File: src/rtl/alu_link_master_pkg.sv
// Isa: ALU-level definitions shared by the processor control path and the
// serial ALU link (register width, operation codes, packet layout).
package Isa;

    localparam int REGISTER_SIZE = 8;

    typedef enum logic [1:0] {
        ALU_ADD = 2'd0,
        ALU_SUB = 2'd1,
        ALU_AND = 2'd2,
        ALU_OR  = 2'd3
    } AluOperation;

    // op_code sits in the LSBs, so it is the first field on the wire.
    typedef struct packed {
        logic [REGISTER_SIZE-1:0] op_2;
        logic [REGISTER_SIZE-1:0] op_1;
        AluOperation              op_code;
    } AluPacket;

endpackage

File: src/rtl/spi.sv
// Spi: single-bit serial link between the ALU master and the ALU slave.
interface Spi;

    logic nss;
    logic mosi;
    logic miso;

    modport MasterSpi (output nss, output mosi, input miso);
    modport SlaveSpi  (input nss, input mosi, output miso);

endinterface

File: src/rtl/alu_link_master.sv
// alu_link_master: serialises {op_2, op_1, op_code} LSB first after a start
// bit, waits for the slave's ready marker, then collects the result LSB first.
module alu_link_master
    import Isa::*;
(
    input  logic                          i_clock,
    input  logic                          i_reset,
    input  logic                          i_start,
    input  logic [$bits(AluOperation)-1:0] i_op_code,
    input  logic [REGISTER_SIZE-1:0]      i_op_1,
    input  logic [REGISTER_SIZE-1:0]      i_op_2,
    output logic                          o_busy,
    output logic                          o_done,
    output logic [REGISTER_SIZE-1:0]      o_result,
    Spi.MasterSpi                         spi
);

    localparam int unsigned N     = $bits(AluPacket);
    localparam int unsigned R     = REGISTER_SIZE;
    localparam int unsigned CNT_W = $clog2((N > R) ? N : R);
    localparam int unsigned TX_IW = $clog2(N);
    localparam int unsigned RX_IW = $clog2(R);

    typedef enum logic [2:0] {
        S_IDLE,
        S_START,
        S_TX,
        S_WAIT,
        S_RX,
        S_DONE
    } link_state_t;

    link_state_t      state;
    link_state_t      next_state;
    logic [CNT_W-1:0] cnt;
    logic [N-1:0]     tx_bits;
    logic [R-1:0]     rx_bits;
    logic [R-1:0]     rx_next;
    logic             nss;
    logic             mosi;
    logic             tx_last;
    logic             rx_last;

    assign tx_last  = (cnt == CNT_W'(N - 1));
    assign rx_last  = (cnt == CNT_W'(R - 1));
    assign spi.nss  = nss;
    assign spi.mosi = mosi;

    // State register.
    always_ff @(posedge i_clock or negedge i_reset) begin
        if (!i_reset) begin
            state <= S_IDLE;
        end else begin
            state <= next_state;
        end
    end

    // Next-state decode and bus/handshake outputs; mosi stays 0 outside START/TX.
    always_comb begin
        next_state = state;
        nss        = 1'b1;
        mosi       = 1'b0;
        o_busy     = 1'b0;
        o_done     = 1'b0;
        case (state)
            S_IDLE: begin
                if (i_start) next_state = S_START;
            end
            S_START: begin
                nss        = 1'b0;
                mosi       = 1'b1;
                o_busy     = 1'b1;
                next_state = S_TX;
            end
            S_TX: begin
                nss    = 1'b0;
                mosi   = tx_bits[cnt[TX_IW-1:0]];
                o_busy = 1'b1;
                if (tx_last) next_state = S_WAIT;
            end
            S_WAIT: begin
                nss    = 1'b0;
                o_busy = 1'b1;
                if (spi.miso) next_state = S_RX;
            end
            S_RX: begin
                nss    = 1'b0;
                o_busy = 1'b1;
                if (rx_last) next_state = S_DONE;
            end
            S_DONE: begin
                o_done     = 1'b1;
                next_state = S_IDLE;
            end
            default: next_state = S_IDLE;
        endcase
    end

    // Receive word with the current miso bit merged in, so the last bit can
    // reach o_result on the same edge that enters DONE.
    always_comb begin
        rx_next                    = rx_bits;
        rx_next[cnt[RX_IW-1:0]]    = spi.miso;
    end

    // Datapath: bit counter, operand latch, result assembly.
    always_ff @(posedge i_clock or negedge i_reset) begin
        if (!i_reset) begin
            cnt      <= '0;
            tx_bits  <= '0;
            rx_bits  <= '0;
            o_result <= '0;
        end else begin
            case (state)
                S_IDLE: begin
                    cnt <= '0;
                    if (i_start) tx_bits <= {i_op_2, i_op_1, i_op_code};
                end
                S_TX: begin
                    cnt <= tx_last ? '0 : cnt + 1'b1;
                end
                S_RX: begin
                    rx_bits <= rx_next;
                    if (rx_last) begin
                        cnt      <= '0;
                        o_result <= rx_next;
                    end else begin
                        cnt <= cnt + 1'b1;
                    end
                end
                default: cnt <= '0;
            endcase
        end
    end

endmodule

File: src/flat_wrapper.sv
// flat-port wrapper written by rule: the top's interface ports become plain ports
module alu_link_master_flat import Isa::*;
  (i_clock, i_reset, i_start, i_op_code, i_op_1, i_op_2, o_busy, o_done, o_result, spi_nss, spi_mosi, spi_miso);
  Spi spi_i ();
  input  logic i_clock;
  input  logic i_reset;
  input  logic i_start;
  input  logic [$bits(AluOperation)-1:0] i_op_code;
  input  logic [REGISTER_SIZE-1:0] i_op_1;
  input  logic [REGISTER_SIZE-1:0] i_op_2;
  output logic o_busy;
  output logic o_done;
  output logic [REGISTER_SIZE-1:0] o_result;
  output wire logic [$bits(spi_i.nss)-1:0] spi_nss;
  output wire logic [$bits(spi_i.mosi)-1:0] spi_mosi;
  input wire logic [$bits(spi_i.miso)-1:0] spi_miso;
  assign spi_nss = spi_i.nss;
  assign spi_mosi = spi_i.mosi;
  assign spi_i.miso = spi_miso;
  alu_link_master u_core (.i_clock(i_clock), .i_reset(i_reset), .i_start(i_start), .i_op_code(i_op_code), .i_op_1(i_op_1), .i_op_2(i_op_2), .o_busy(o_busy), .o_done(o_done), .o_result(o_result), .spi(spi_i));
endmodule
File: config.mk
export PLATFORM = sky130hd
export DESIGN_NAME = alu_link_master_flat
export DESIGN_NICKNAME = d
export VERILOG_FILES = /design/src/rtl/alu_link_master_pkg.sv /design/src/rtl/spi.sv /design/src/rtl/alu_link_master.sv /design/src/flat_wrapper.sv
export SDC_FILE = /design/constraint.sdc
export NUM_CORES = 1
export LEC_CHECK = 0
export BUFFER_PORTS_ARGS = -buffer_cell sky130_fd_sc_hd__buf_4
export CORE_AREA = 3 3 72 74
export DETAILED_ROUTE_END_ITERATION = 6
export DIE_AREA = 0 0 75 77
export PLACE_DENSITY = 0.76
export SYNTH_ARGS = -nofsm -noshare
export SYNTH_HDL_FRONTEND = slang
export SYNTH_SLANG_ARGS = --single-unit
export TNS_END_PERCENT = 1
File: constraint.sdc
create_clock -name i_clock -period 1.5 [get_ports i_clock]
set_input_delay 0 -clock i_clock [delete_from_list [all_inputs] [get_ports i_clock]]
set_output_delay 0 -clock i_clock [all_outputs]
set_load 0.01 [all_outputs]
# Yosys cells after proc, flatten, opt, wreduce, memory -nomap -nowiden
# Cells that the tools add are included.
dict set report totals {
  register_bits 42
  in_bits 22
}
dict set report op_classes {
  n_addsub 1
  order_cmp 3
  eq_ne 11
  mux 17
  reduce_logical 6
}
# operator count
set op_table {}
lappend op_table {{$pmux W3 S5} 1}
lappend op_table {{$mux W3} 4}
lappend op_table {{$mux W5} 2}
lappend op_table {{$pmux W5 S2} 1}
lappend op_table {{$bwmux W8} 1}
lappend op_table {{$eq A3 B2 Y1 const B} 2}
lappend op_table {{$eq A3 B3 Y1 const B} 2}
lappend op_table {{$lt A5 B6 Y1 const B} 1}
lappend op_table {{$add A5 B1 Y5 const B} 1}
lappend op_table {{$bmux W1 S5} 1}
lappend op_table {{$eq A5 B3 Y1 const B} 1}
lappend op_table {{$eq A5 B5 Y1 const B} 1}
lappend op_table {{$mux W1} 5}
lappend op_table {{$lt A3 B4 Y1 const B} 1}
lappend op_table {{$ne A2 B1 Y1 const B} 2}
lappend op_table {{$ne A2 B2 Y1 const B} 2}
lappend op_table {{$reduce_and A2 Y1} 2}
lappend op_table {{$reduce_and A4 Y1} 1}
lappend op_table {{$reduce_or A4 Y1} 1}
lappend op_table {{$demux W1 S3} 1}
lappend op_table {{$eq A3 B1 Y1 const B} 1}
lappend op_table {{$ge A3 B1 Y1 const B} 1}
lappend op_table {{$logic_not A3 Y1} 1}
lappend op_table {{$pmux W1 S2} 1}
lappend op_table {{$logic_and A1 B1 Y1} 1}

# Logic depth before layout (Yosys ltp)
dict set report logic_depth {
  word_depth 5
  mapped_depth 7
  ltp_nobuf 6
}

# Worst setup path after synthesis
# Ideal clock, no wire load.
dict set report synth_path {
  kind {register -> register}
  start {register u_core.state[1]}
  end {register u_core.tx_bits[0]}
  setup_ns 0.127
  arrival_time_ns 1.524
  setup_slack_ns -0.151
  path_stages_with_launch 5
  period_less_slack_ns 1.651
  path_cell_list {dfrtp_1 -> buf_2 -> nor4b_4 -> buf_6 -> mux2_1}
}
dict set report synth_between {
  elab_chain_len 2
}
# item line_no
set synth_rtl {}
lappend synth_rtl {{from (decl)} alu_link_master.sv:33} ;# link_state_t state;
lappend synth_rtl {{from (signal assigned)} alu_link_master.sv:54} ;# state <= next_state;
lappend synth_rtl {{$logic_not A3 Y1} alu_link_master.sv:114} ;# case (state)
lappend synth_rtl {{$reduce_and A2 Y1 (no line)} --}
lappend synth_rtl {{to (signal assigned)} alu_link_master.sv:117} ;# if (i_start) tx_bits <= {i_op_2, i_op_1, i_op_code};
lappend synth_rtl {{to (decl)} alu_link_master.sv:36} ;# logic [N-1:0] tx_bits;
# Every way passes these cells.
# A chain may end at the register's enable or synchronous reset.

# Final worst setup path
dict set report layout_path {
  start {register u_core.cnt[0]}
  end {output spi_mosi}
}
dict set report layout_between {
  elab_chain_len 3
}
# item line_no
set layout_rtl {}
lappend layout_rtl {{from (decl)} alu_link_master.sv:35} ;# logic [CNT_W-1:0] cnt;
lappend layout_rtl {{from (signal assigned)} alu_link_master.sv:120} ;# cnt <= tx_last ? '0 : cnt + 1'b1;
lappend layout_rtl {{from (signal assigned)} alu_link_master.sv:128} ;# cnt <= cnt + 1'b1;
lappend layout_rtl {{$bmux W1 S5} alu_link_master.sv:77} ;# mosi = tx_bits[cnt[TX_IW-1:0]];
lappend layout_rtl {{$mux W1 (implied by the code)} alu_link_master.sv:77}
lappend layout_rtl {{$pmux W1 S2} alu_link_master.sv:65} ;# case (state)
lappend layout_rtl {{to (decl)} flat_wrapper.sv:15} ;# output wire logic [$bits(spi_i.mosi)-1:0] spi_mosi;
# Every way passes these cells. The select of a mux whose other input is x is not followed.

==> impl_metrics.tcl <==
set metrics [dict create \
    tightest_slew_ns 0.5228 \
    coreArea_um2 4661 \
    critPathCaptureType "output port" \
    grt_pass1_wl_mm 7.617 \
    htreeDepth 2 \
    crit_path_start "u_core.cnt[0]" \
    hold_ws_ns 0.08884 \
    clk_latency_ns 0.29 \
    path_clk_slew_ns 0.08 \
    yosys_warnings 0 \
    ys_seq_elements 42 \
    firstDrtPassIters 4 \
    maxCapViolCount 0 \
    cp_max_fo 5 \
    relSlewSlack 0.6515 \
    cts_buffers 5 \
    hold_start "spi_miso" \
    power.density_nw_per_um2 1640 \
    place_area_um2 2605 \
    place_inst 288 \
    worst_slack_ns -0.4102 \
    cts_num_sinks 42 \
    status "finished with violations" \
    syn2layout_area_growth_pct 40.02 \
    n_antenna_cell 0 \
    dieArea_um2 5775 \
    gp_congestion 0.7754 \
    syn-num-nets 211 \
    rsz0062_at_grt "yes" \
    grt_pass1_vias 1670 \
    arrival_ns 1.91 \
    netlist_area_um2 2151 \
    async_flop_share 1.000 \
    io_buffers 33 \
    stdcell_count 315 \
    cts_root_buf "clkbuf_8" \
    dp_hpwl_mm 3.002 \
    leakage_nw 1.388 \
    vias_per_cell 5.063 \
    fin_crit_ns 1.910 \
    ir_drop_uv 773.1 \
    route.detailed.drc 0 \
    grt_max_degree 43 \
    hp-class "in -> reg" \
    drive_above_1_share 0.4291 \
    die_w_um 75 \
    drt_iter0_drc 90 \
    overflow 0 \
    fin_area_um2 3012 \
    skew_ns 0.01096 \
    ys_types 41 \
    startpoint_type "register" \
    cts_buffer_depth 2 \
    die_y_um 77 \
    wl_per_cell_um 13.78 \
    synthCells 187 \
    initial_utilization 0.4615 \
    hold_viol_final 0 \
    syn_avg_cell_area_um2 11.50 \
    fin_crit_sh 1.273 \
    dr_total_vias 1595 \
    timing.fmax_mhz 523.5 \
    ys.flop_type "dfrtp_1" \
    fin_nets 284 \
    routed_wl_mm 4.342 \
    violations "setup timing" \
    rows 25 \
    cts_tree "yes" \
    synth_seq_area_share 0.4887 \
    path_class "reg -> out" \
    setup_viol 17 \
    antenna_found_initial 0 \
    io_pins 34 \
    cp.required_ns 1.50 \
    r2r-start "u_core.cnt[0]" \
    synth_edf_count 0 \
    slew_violations 0 \
    grt_usage 0.1699 \
    post-route-util 0.6462 \
    p_total_mw 4.940 \
    antenna_left 0 \
]
[final cells by class]
cell class | count | area [um2]
timing repair buffer | 79 | 668.1
tap | 54 | 67.56
sequential | 42 | 1059
multi-input combinational | 129 | 1115
clock inverter | 1 | 5.005
clock buffer | 7 | 86.33
fill | 371 | 1649
inverter | 3 | 11.26
[state kept, by name (all words and copies together) (netlist names)]
name and flops:
u_core.cnt 5, u_core.o_result 8, u_core.rx_bits 8, u_core.state 3, u_core.tx_bits 18
[cells in the mapped netlist, types with 3 or more instances]
cell type	number	area, um2
buf_2	7	35.03
clkbuf_1	3	11.26
dfrtp_1	42	1051
inv_1	3	11.26
mux2_1	10	112.6
mux2_2	15	168.9
mux2_4	5	75.07
mux2i_1	10	100.1
nand2_1	17	63.81
nand3_1	5	25.02
nor2_1	14	52.55
nor2b_1	6	37.54
nor3_1	4	20.02
o21ai_0	10	50.05
[path summary, 6_finish.rpt]
path                                 endpoint  cells past startpoint  slack [ns]
hold reg to reg            u_core.o_result[2]                      2        0.48
max in group asynchronous       u_core.cnt[0]                      2        0.88
min in group asynchronous  u_core.o_result[7]                      2        0.22
setup / recovery                     spi_mosi                      6       -0.41
hold / removal                u_core.state[2]                      3        0.09
setup reg to reg                u_core.cnt[3]                      7       -0.05
[repair_timing]
item | 4_1_cts | 5_1_grt
resized for setup | 16 | 18
hold buffers | 19 | 0
pin swaps | 5 | 3
endpoints found under the setup margin | 37 | 41
endpoints found under the hold margin | 60 | 0
buffers inserted | 0 | 0
[placed cells by master (no fill, tap or decap), types with 2 or more instances in the layout]
master	n
o21bai_1	2
mux2i_1	10
nor3_1	4
mux2_4	15
mux2_2	7
ha_1	2
nor2_2	2
nor2b_1	4
buf_4	55
a31oi_1	2
xnor2_1	2
o21ai_0	9
xor2_1	2
inv_1	2
dlygate4sd3_1	19
a221oi_2	2
dfrtp_2	6
nand3_1	5
mux2_1	8
nor2_1	12
nand2_1	17
buf_6	4
dfrtp_1	36
nand2b_1	2
clkbuf_8	6
[critical path, stage by stage, from the launching register on]
cell and delay [ns]:
dfrtp_2 0.45, buf_6 0.13, mux2_4 0.29, a221oi_2 0.26
o221a_2 0.24, o32ai_2 0.09, buf_4 0.15
[per-layer routing]
layer | part of all wire | GRT usage | wire length, um
met2 | 0.48 | 0.2666 | 2092
met5 | 0 | 0 | 0
met1 | 0.48 | 0.2323 | 2065
met3 | 0.030 | 0.03932 | 131
met4 | 0.012 | 0.04804 | 52
[cells by family after synthesis]
family                     synth area share
xor gates and xnor gates            0.01629
DFF                                  0.4887
muxes                                0.2123
and+or+nand+nor                      0.1565
buffers and inverters               0.04072
AOI/OAI and AO/OA                   0.07388
adders and majority gates           0.01163
[through the flow]
stage	TNS (ns)	worst slack [ns]
after floorplan	-1.762	-0.1390
after global placement	-0.7375	-0.1379
after detailed placement	-1.103	-0.1831
after CTS	-0.9289	-0.4075
after global routing	-3.527	-0.4912
final	-0.7353	-0.4102
[power breakdown]
part / leakage (nW) / internal [mW] / switching (mW)
logic: 0.865 / 1.41 / 0.969
registers: 0.475 / 1.52 / 0.300
clock network: 0.0482 / 0.371 / 0.370
total: 1.39 / 3.30 / 1.64
(Power assumes the default switching activity.)
